<file path="config.mk">
export PLATFORM = sky130hd
export DESIGN_NAME = e203_rvfi_trace_buf
export DESIGN_NICKNAME = d
export VERILOG_FILES = /design/src/rtl/e203_rvfi_trc_pkg.sv /design/src/rtl/e203_rvfi_trc_fifo.sv /design/src/rtl/e203_rvfi_trace_buf.sv
export SDC_FILE = /design/constraint.sdc
export NUM_CORES = 1
export LEC_CHECK = 0
export ABC_AREA = 1
export CORE_MARGIN = 1
export CORE_UTILIZATION = 55
export CTS_CLUSTER_DIAMETER = 120
export DETAILED_ROUTE_END_ITERATION = 10
export DONT_BUFFER_PORTS = 1
export GPL_ROUTABILITY_DRIVEN = 0
export PLACE_DENSITY_LB_ADDON = 0.12
export SETUP_SLACK_MARGIN = 0.4
export SLEW_MARGIN = 15
export SYNTH_ARGS = -nofsm -noshare
export SYNTH_HDL_FRONTEND = slang
export SYNTH_SLANG_ARGS = --single-unit
</file>
<file path="constraint.sdc">
create_clock -name clk -period 10.6 [get_ports clk]
set_clock_uncertainty 0.15 [all_clocks]
set_input_delay 0 -clock clk [delete_from_list [all_inputs] [get_ports clk]]
set_output_delay 0 -clock clk [all_outputs]
set_load 0.01 [all_outputs]
</file>
<file path="src/rtl/e203_rvfi_trc_pkg.sv">
// Shared types and constants for the RVFI trace buffer: FIFO entry layout,
// beat sequence and the sync byte that opens each serialised packet.
package e203_rvfi_trc_pkg;

  localparam int         ORDER_TAG_W = 14;
  localparam logic [7:0] SYNC_BYTE   = 8'hA5;

  typedef enum logic [1:0] {BEAT0, BEAT1, BEAT2, BEAT3} beat_e;

  typedef struct packed {
    logic                   trap;
    logic                   intr;
    logic                   halt;
    logic [1:0]             mode;
    logic [4:0]             rd_addr;
    logic [ORDER_TAG_W-1:0] order;
    logic [31:0]            pc_rdata;
    logic [31:0]            insn;
    logic [31:0]            rd_wdata;
  } trc_entry_t;

endpackage

</file>
<file path="src/rtl/e203_rvfi_trc_fifo.sv">
// Generic synchronous FIFO. A push into a full FIFO is accepted only when a
// pop happens in the same cycle; the caller accounts for rejected pushes.
module e203_rvfi_trc_fifo #(
  parameter int W     = 120,
  parameter int DEPTH = 4
) (
  input  logic         clk,
  input  logic         rst_n,
  input  logic         push_i,
  input  logic [W-1:0] data_i,
  input  logic         pop_i,
  output logic         full_o,
  output logic         empty_o,
  output logic [W-1:0] head_o
);

  localparam int AW = $clog2(DEPTH);

  logic [AW:0]  wr_ptr_q, wr_ptr_d, rd_ptr_q, rd_ptr_d;
  logic [W-1:0] mem_q [DEPTH];
  logic         do_push, do_pop;

  // Extra MSB on each pointer separates full from empty when the indices match.
  assign empty_o = (wr_ptr_q == rd_ptr_q);
  assign full_o  = (wr_ptr_q[AW] != rd_ptr_q[AW]) && (wr_ptr_q[AW-1:0] == rd_ptr_q[AW-1:0]);
  assign do_pop  = pop_i & ~empty_o;
  assign do_push = push_i & (~full_o | do_pop);
  assign head_o  = mem_q[rd_ptr_q[AW-1:0]];

  always_comb begin
    wr_ptr_d = wr_ptr_q;
    rd_ptr_d = rd_ptr_q;
    if (do_push) wr_ptr_d = wr_ptr_q + {{AW{1'b0}}, 1'b1};
    if (do_pop)  rd_ptr_d = rd_ptr_q + {{AW{1'b0}}, 1'b1};
  end

  always_ff @(posedge clk or negedge rst_n) begin
    if (!rst_n) begin
      wr_ptr_q <= '0;
      rd_ptr_q <= '0;
    end else begin
      wr_ptr_q <= wr_ptr_d;
      rd_ptr_q <= rd_ptr_d;
    end
  end

  always_ff @(posedge clk) begin
    if (do_push) mem_q[wr_ptr_q[AW-1:0]] <= data_i;
  end

endmodule

</file>
<file path="src/rtl/e203_rvfi_trace_buf.sv">
// RVFI retirement trace buffer: queues retired packets, streams each as four
// 32-bit beats, counts overflow drops and flags order/PC discontinuities.
module e203_rvfi_trace_buf
  import e203_rvfi_trc_pkg::*;
#(
  parameter int DEPTH  = 4,
  parameter int DROP_W = 16
) (
  input  logic              clk,
  input  logic              rst_n,
  input  logic              trc_en,
  input  logic              rvfi_valid,
  input  logic [63:0]       rvfi_order,
  input  logic [31:0]       rvfi_insn,
  input  logic              rvfi_trap,
  input  logic              rvfi_intr,
  input  logic              rvfi_halt,
  input  logic [1:0]        rvfi_mode,
  input  logic [4:0]        rvfi_rd_addr,
  input  logic [31:0]       rvfi_rd_wdata,
  input  logic [31:0]       rvfi_pc_rdata,
  input  logic [31:0]       rvfi_pc_wdata,
  output logic              trc_valid,
  input  logic              trc_ready,
  output logic [31:0]       trc_data,
  output logic              trc_last,
  output logic [DROP_W-1:0] drop_cnt,
  output logic              err_order,
  output logic              err_pc
);

  trc_entry_t  in_entry, head;
  logic        push, pop, full, empty, hs;
  beat_e       beat_q, beat_d;

  logic [63:0]       prev_order_q, prev_order_d;
  logic [31:0]       prev_pc_q, prev_pc_d;
  logic              prev_flow_q, prev_flow_d;
  logic              have_prev_q, have_prev_d;
  logic              trc_en_q;
  logic              err_order_q, err_order_d;
  logic              err_pc_q, err_pc_d;
  logic [DROP_W-1:0] drop_q, drop_d;

  assign push = rvfi_valid & trc_en;
  assign hs   = trc_valid & trc_ready;
  assign pop  = hs & (beat_q == BEAT3);

  always_comb begin
    in_entry          = '0;
    in_entry.trap     = rvfi_trap;
    in_entry.intr     = rvfi_intr;
    in_entry.halt     = rvfi_halt;
    in_entry.mode     = rvfi_mode;
    in_entry.rd_addr  = rvfi_rd_addr;
    in_entry.order    = rvfi_order[ORDER_TAG_W-1:0];
    in_entry.pc_rdata = rvfi_pc_rdata;
    in_entry.insn     = rvfi_insn;
    in_entry.rd_wdata = rvfi_rd_wdata;
  end

  e203_rvfi_trc_fifo #(.W($bits(trc_entry_t)), .DEPTH(DEPTH)) u_fifo (
    .clk     (clk),
    .rst_n   (rst_n),
    .push_i  (push),
    .data_i  (in_entry),
    .pop_i   (pop),
    .full_o  (full),
    .empty_o (empty),
    .head_o  (head)
  );

  // Beat sequencer: state register / next state / output decode.
  always_ff @(posedge clk or negedge rst_n) begin
    if (!rst_n) beat_q <= BEAT0;
    else        beat_q <= beat_d;
  end

  always_comb begin
    beat_d = beat_q;
    if (hs) beat_d = (beat_q == BEAT3) ? BEAT0 : beat_e'(beat_q + 2'd1);
  end

  always_comb begin
    trc_valid = ~empty;
    trc_data  = '0;
    trc_last  = 1'b0;
    if (!empty) begin
      case (beat_q)
        BEAT0: trc_data = {SYNC_BYTE, head.trap, head.intr, head.halt,
                           head.mode, head.rd_addr, head.order};
        BEAT1: trc_data = head.pc_rdata;
        BEAT2: trc_data = head.insn;
        BEAT3: begin
          trc_data = head.rd_wdata;
          trc_last = 1'b1;
        end
        default: trc_data = '0;
      endcase
    end
  end

  // Checker history follows every push, accepted or dropped.
  always_comb begin
    prev_order_d = prev_order_q;
    prev_pc_d    = prev_pc_q;
    prev_flow_d  = prev_flow_q;
    have_prev_d  = have_prev_q;
    drop_d       = drop_q;
    err_order_d  = push & have_prev_q & (rvfi_order != prev_order_q + 64'd1);
    err_pc_d     = push & have_prev_q & ~prev_flow_q & (rvfi_pc_rdata != prev_pc_q);
    if (push) begin
      prev_order_d = rvfi_order;
      prev_pc_d    = rvfi_pc_wdata;
      prev_flow_d  = rvfi_trap | rvfi_intr;
      have_prev_d  = 1'b1;
    end else if (trc_en_q && !trc_en) begin
      have_prev_d  = 1'b0;
    end
    if (push && full && !pop && drop_q != {DROP_W{1'b1}})
      drop_d = drop_q + {{(DROP_W-1){1'b0}}, 1'b1};
  end

  always_ff @(posedge clk or negedge rst_n) begin
    if (!rst_n) begin
      prev_order_q <= '0;
      prev_pc_q    <= '0;
      prev_flow_q  <= 1'b0;
      have_prev_q  <= 1'b0;
      trc_en_q     <= 1'b0;
      err_order_q  <= 1'b0;
      err_pc_q     <= 1'b0;
      drop_q       <= '0;
    end else begin
      prev_order_q <= prev_order_d;
      prev_pc_q    <= prev_pc_d;
      prev_flow_q  <= prev_flow_d;
      have_prev_q  <= have_prev_d;
      trc_en_q     <= trc_en;
      err_order_q  <= err_order_d;
      err_pc_q     <= err_pc_d;
      drop_q       <= drop_d;
    end
  end

  assign drop_cnt  = drop_q;
  assign err_order = err_order_q;
  assign err_pc    = err_pc_q;

endmodule

</file>
==> results of run 1 <==
## cells by family after synthesis
logic type,after synthesis
buffers and inverters,247
AOI/OAI and AO/OA,368
and+or+nand+nor,1356
adders and majority gates,11
xor gates and xnor gates,103
muxes,3
DFF,605
## metrics by stage
step | cells | setup WS (ps) | instance area, sq um | total power [mW] | hold WS, ps
2_1_floorplan | 2693 | 3420 | 27400 | 4.62 | -446
3_3_place_gp | 3259 | 6200 | 28000 | 5.23 | -442
3_5_place_dp | 3259 | 6120 | 28000 | 5.28 | -442
4_1_cts | 3739 | 5840 | 33600 | 7.49 | 2.26
5_1_grt | 3749 | 5560 | 33600 | 7.85 | 19.2
6_report | 3753 | 5790 | 33600 | 7.52 | 17.8
## layout by cell type (no fill, tap or decap), types with 61 or more instances in the layout
cell	count
nand2_1	694
inv_1	119
nor2_1	397
clkbuf_16	61
o21ai_0	223
dlygate4sd3_1	367
dfrtp_1	123
edfxtp_1	480
nand3_1	128
xor2_1	65
## state kept, by name (all words and copies together), names as in the netlist
signal	flops
trc_en_q	1
drop_cnt	16
have_prev_q	1
u_fifo.rd_ptr_q	3
u_fifo.mem_q	480
prev_pc_q	32
u_fifo.wr_ptr_q	3
beat_q	2
err_order	1
prev_order_q	64
err_pc	1
prev_flow_q	1
## report_power, final
| group | internal (mW) | switching, mW | total (mW) |
|---|---|---|---|
| Clock | 1.15 | 0.919 | 2.07 |
| Sequential | 2.88 | 0.192 | 3.07 |
| Combinational | 0.704 | 1.67 | 2.38 |
## cell usage after synthesis, types with 3 or more instances
| cell type | count | share of area [%] |
|---|---|---|
| inv_2 | 7 | 0.096 |
| o21ai_1 | 5 | 0.091 |
| nand3b_1 | 12 | 0.33 |
| mux2_2 | 3 | 0.12 |
| nor4_1 | 7 | 0.16 |
| o21bai_1 | 8 | 0.22 |
| buf_2 | 13 | 0.24 |
| nor3_1 | 55 | 1.0 |
| a31oi_1 | 4 | 0.091 |
| nand2_4 | 5 | 0.21 |
| inv_1 | 121 | 1.7 |
| o21ai_0 | 223 | 4.1 |
| nand2_1 | 695 | 9.5 |
| xnor2_1 | 38 | 1.2 |
| clkbuf_1 | 97 | 1.3 |
| dfrtp_1 | 125 | 11 |
| buf_1 | 7 | 0.096 |
| ha_1 | 11 | 0.50 |
| nand2_2 | 9 | 0.21 |
| nor2_4 | 7 | 0.29 |
| or2_2 | 6 | 0.14 |
| nor2_2 | 6 | 0.14 |
| o22ai_1 | 45 | 1.0 |
| nand3_1 | 128 | 2.3 |
| nor2_1 | 401 | 5.5 |
| nand4_1 | 16 | 0.37 |
| edfxtp_1 | 480 | 53 |
| a21oi_1 | 31 | 0.57 |
| o221a_2 | 24 | 0.99 |
| xor2_1 | 65 | 2.1 |
| a32o_1 | 24 | 0.88 |
## timing repair
action | CTS | global route
hold buffers | 369 | 0
hold endpoints to repair | 729 | 0
setup endpoints to repair | 0 | 0
## layout make-up
| cell class | instances | area [sq um] |
|---|---|---|
| clock inverters | 32 | 283 |
| fillers | 3615 | 15400 |
| multi-input cells | 1841 | 8940 |
| inverters | 129 | 492 |
| clock buffers | 79 | 1620 |
| diodes | 14 | 35.0 |
| flip-flops and latches | 605 | 17500 |
| repair buffers | 389 | 3880 |
| well taps | 664 | 831 |
## routing by layer
layer | vias to the layer above | part of all wire (%) | routed length (microns) | GRT usage [%]
met5 | - | 0.090 | 71 | 0
met1 | 10400 | 41 | 32200 | 42.1
met2 | 897 | 47 | 37300 | 50.1
met3 | 222 | 7.2 | 5710 | 5.49
met4 | 12 | 4.8 | 3800 | 14.4
li1 | 9874 | - | - | -
## worst max-delay path by stage
stage / start / end / depth (start not counted)
CTS: u_fifo.rd_ptr_q[0] / trc_data[23] / 7
detailed placement: u_fifo.rd_ptr_q[0] / u_fifo.mem_q[2][9] / 10
global placement: u_fifo.rd_ptr_q[0] / u_fifo.mem_q[2][42] / 10
floorplan: u_fifo.rd_ptr_q[0] / u_fifo.mem_q[3][0] / 10
finish: u_fifo.rd_ptr_q[0] / trc_data[23] / 7
global route: u_fifo.rd_ptr_q[0] / trc_data[23] / 7
==> results_dict.tcl, run 1 <==
set metrics [dict create \
    syn-instance-count 2693 \
    whs_endpoint "u_fifo.mem_q[1][8]" \
    num_vias 21400 \
    crit_path_max_fanout 143 \
    power.density_nw_per_um2 224 \
    synth_cell_types 41 \
    track_usage_pct 31.4 \
    crit_type "reg -> out" \
    vias_per_cell 5.70 \
    path_cells "inv_6 > buf_4 > o21ai_0 > o22ai_1 > a32o_1 > nor3_1 > nor3_1" \
    initial_core_util_pct 55.8 \
    arrival_ps 4660 \
    synth_fp_nets 2911 \
    synthFlopType "edfxtp_1" \
    grt_pass1_wl_mm 121 \
    r2r_start "u_fifo.rd_ptr_q[0]" \
    cts_tree "yes" \
    cts_buffers 60 \
    synthMuxAreaShare_pct 0.123 \
    hp-class "in -> reg" \
    synth-warning-count 0 \
    period_share_pct 45.4 \
    final_util_pct 68.6 \
    clockRootBuffer "clkbuf_16" \
    ys_seq_area_share_pct 64.0 \
    portBuffers 0 \
    syn_to_final_growth_pct 22.8 \
    cts.reportedPaths.clkPinSlew_ps 60 \
    drive_gt1_share_pct 6.11 \
    boundaryPins 259 \
    row_count 81 \
    worstSetupStartpointType "register" \
    post-cts-setup-buffers 0 \
    synth-async-reset-ratio_pct 20.7 \
    synth_edf_count 480 \
    worst_pin_slew_ps 1080 \
    critPathSlowestCell "inv_6" \
    max_stage_delay_ps 920 \
    reg2reg_depth 10 \
    maxCapViolCount 0 \
    ys_ff_latch 605 \
    postRouteAntennaNets 0 \
    grt_setup_unrepaired "no" \
    synth_top_family_by_area "simple AND/OR/NAND/NOR gates" \
    endpoint_kind "output pin" \
    drt_pass1_iterations 6 \
    clockBufferDepth 3 \
    h-tree-depth 2 \
    synth-xor-area-share_pct 3.29 \
    cts_resized 0 \
    required_ps 10450 \
    drt-initial-drc-count 2323 \
    netlist_area_sq_um 27400 \
    path_common_cell "nor3_1" \
    drv_slew 0 \
    grt-ovfl-total 0 \
    post_drt_wl_per_cell_microns 21.1 \
    timing.setup.tns_ps 0 \
    leakage_nw 12.6 \
    first_global_vias 21200 \
    r2r_setup_slack_ps 6150 \
    die_h_microns 225 \
    status "completed" \
    drc 0 \
    cts_sinks 605 \
    antenna_found_initial 17 \
    synth_adder_area_share_pct 0.503 \
    fmax_ghz 0.208 \
    synth_compound_area_share_pct 8.05 \
    grt_max_degree 144 \
    finalNetCount 3244 \
    coreArea_sq_um 49100 \
    hpwl_mm 47.6 \
    period_minus_slack_ps 4810 \
    r2r_end "u_fifo.mem_q[2][38]" \
    die_area_sq_um 50700 \
    clk_latency_ps 630 \
    fp.dieW_microns 225 \
    synth-simple-area-share_pct 20.5 \
    min-delay-start "rvfi_rd_wdata[8]" \
    max-slew-margin-rel_pct 28.1 \
    crit_family "buffers and inverters" \
    avgSynthCellArea_sq_um 10.2 \
    ir_worst_vdd_mv 0.158 \
    timing.critical_path.buf_inv 2 \
    setup_viol 0 \
    drt_wl_total_mm 79.0 \
    final_hold_viol_count 0 \
    hold_depth 1 \
]
No activity file was read; power rests on OpenSTA's default activity.
==> inputs of run 2 (changes only) <==
Clock period 10.6 ns to 4.2 ns, I/O delays scaled along.
==> run 2 against run 1 <==
Compared with the run above: the run now ends with hold timing left; clock-buffer cell count up 4; non-clock buffer count up 19; sequential power up 150%; core utilization up 1.0 points; routed wire length up 1.9%; cell count up 0.64%; die area unchanged; sequential cell count unchanged; critical endpoint is now trc_data[11]; largest power group unchanged.
==> results_dict.tcl, run 2 (synthesis gave the netlist of run 1 again) <==
set metrics [dict create \
    post_dp_cell_area_sq_um 28200 \
    largest_register_ff_count 480 \
    clockRootBuffer "clkbuf_16" \
    grt-ovfl-total 0 \
    vias_per_cell 5.72 \
    required_ps 4050 \
    initial_core_util_pct 55.8 \
    coreArea_sq_um 49100 \
    drt_pass1_iterations 6 \
    num_vias 21600 \
    drt-initial-drc-count 2319 \
    arrival_ps 3470 \
    track_usage_pct 31.8 \
    final_area_sq_um 34100 \
    die_area_sq_um 50700 \
    antenna_found_initial 19 \
    cts_sinks 605 \
    fp.dieW_microns 225 \
    clockBufferDepth 3 \
    worstSetupStartpointType "register" \
    first_global_vias 21500 \
    timing.setup.tns_ps 0 \
    fmax_ghz 0.276 \
    portBuffers 0 \
    drc 0 \
    hold_depth 1 \
    hold_ws_ps -7.62 \
    postRouteAntennaNets 0 \
    h-tree-depth 2 \
    grt_pass1_wl_mm 122 \
    max-slew-margin-rel_pct 19.0 \
    cts.reportedPaths.clkPinSlew_ps 60 \
    maxCapViolCount 0 \
    violations "hold timing" \
    die_h_microns 225 \
    cts_resized 0 \
    layout_common_cells "nand2_1, edfxtp_1, nor2_1" \
    reg2reg_depth 10 \
    grt_max_degree 242 \
    leakage_nw 12.8 \
    ir_worst_vdd_mv 0.654 \
    status "complete, but fails checks" \
    hpwl_mm 48.1 \
    hp-class "in -> reg" \
    boundaryPins 259 \
    cts_tree "yes" \
    post_drt_wl_per_cell_microns 21.3 \
    finalNetCount 3263 \
    drive_gt1_share_pct 6.46 \
    layout_commonest_cell "nand2_1" \
    clk_latency_ps 630 \
    period_minus_slack_ps 3620 \
    worst_pin_slew_ps 1210 \
    grt_setup_unrepaired "no" \
    final_util_pct 69.6 \
    row_count 81 \
    crit_type "reg -> out" \
    crit_path_max_fanout 73 \
    power.density_nw_per_um2 575 \
    final_hold_viol_count 4 \
    drt_wl_total_mm 80.5 \
    period_share_pct 86.2 \
    setup_viol 0 \
    syn_to_final_growth_pct 24.6 \
    drv_slew 0 \
    endpoint_kind "output pin" \
    cts_buffers 60 \
]
run 2: cell types whose count changed in the layout (fill, tap and decap cells not counted), sizes merged:
cell         previous run  this run
dlygate4sd3           367       377
buf                    22        31
bufinv                  3        10
clkinvlp                6         1
clkbuf                 79        83
clkinv                 23        19
diode                  14        17
run 2: where the power goes:
group          switching, mW  total [mW]  internal [mW]
logic                   4.41        6.31           1.91
clock network           2.33        5.71           3.38
registers              0.344        7.60           7.26
total                   7.08        19.6           12.5
run 2: per-layer routing:
metal	GRT usage, %	up-vias	share of wire (%)
li1	-	9939	-
met1	41.2	10500	40
met2	51.7	979	48
met3	5.91	216	7.7
met4	15.6	10	4.7
met5	0	-	0.066
run 2: final cells by class:
cell class / count / area, sq um
Tap cell: 664 / 831
Inverter: 129 / 490
Multi-Input combinational cell: 1841 / 8950
Fill cell: 3590 / 14900
Timing Repair Buffer: 408 / 4180
Sequential cell: 605 / 17500
Clock buffer: 83 / 1660
Antenna cell: 17 / 42.5
Clock inverter: 30 / 440
run 2: path summary, 6_finish.rpt:
| kind | startpoint | to | slack, ps |
|---|---|---|---|
| setup / recovery | u_fifo.rd_ptr_q[1] | trc_data[11] | 580 |
| hold / removal | rvfi_pc_rdata[9] | u_fifo.mem_q[3][73] | -8 |
| setup reg to reg | u_fifo.rd_ptr_q[1] | u_fifo.mem_q[0][40] | 1220 |
| hold reg to reg | u_fifo.rd_ptr_q[2] | u_fifo.rd_ptr_q[2] | 350 |
| max in group asynchronous | rst_n | u_fifo.rd_ptr_q[0] | 2830 |
| min in group asynchronous | rst_n | prev_order_q[41] | 310 |
run 2: metrics by stage:
step / total power, mW / hold slack, ps / setup WS (ps) / instances
floorplan: 11.6 / -446 / 464 / 2693
global placement: 13.4 / -442 / 1270 / 3269
detailed placement: 13.5 / -442 / 1240 / 3269
CTS: 19.5 / 2.70 / 615 / 3760
global route: 20.5 / -21.6 / 455 / 3774
finish: 19.6 / -7.62 / 578 / 3777
run 2: critical path, stage by stage, from the launching register on:
cell and delay [ps]:
dfrtp_4 560, clkinv_2 500, buf_12 420, o21ai_0 150, o22ai_1 190, a32o_1 220
nor3_1 80, nor3_1 680
run 2: repair_timing:
item                                    4_1_cts  5_1_grt
endpoints found under the setup margin        0        0
hold buffers                                378        0
hold endpoints to repair                    786        0
buffers inserted                              0        0
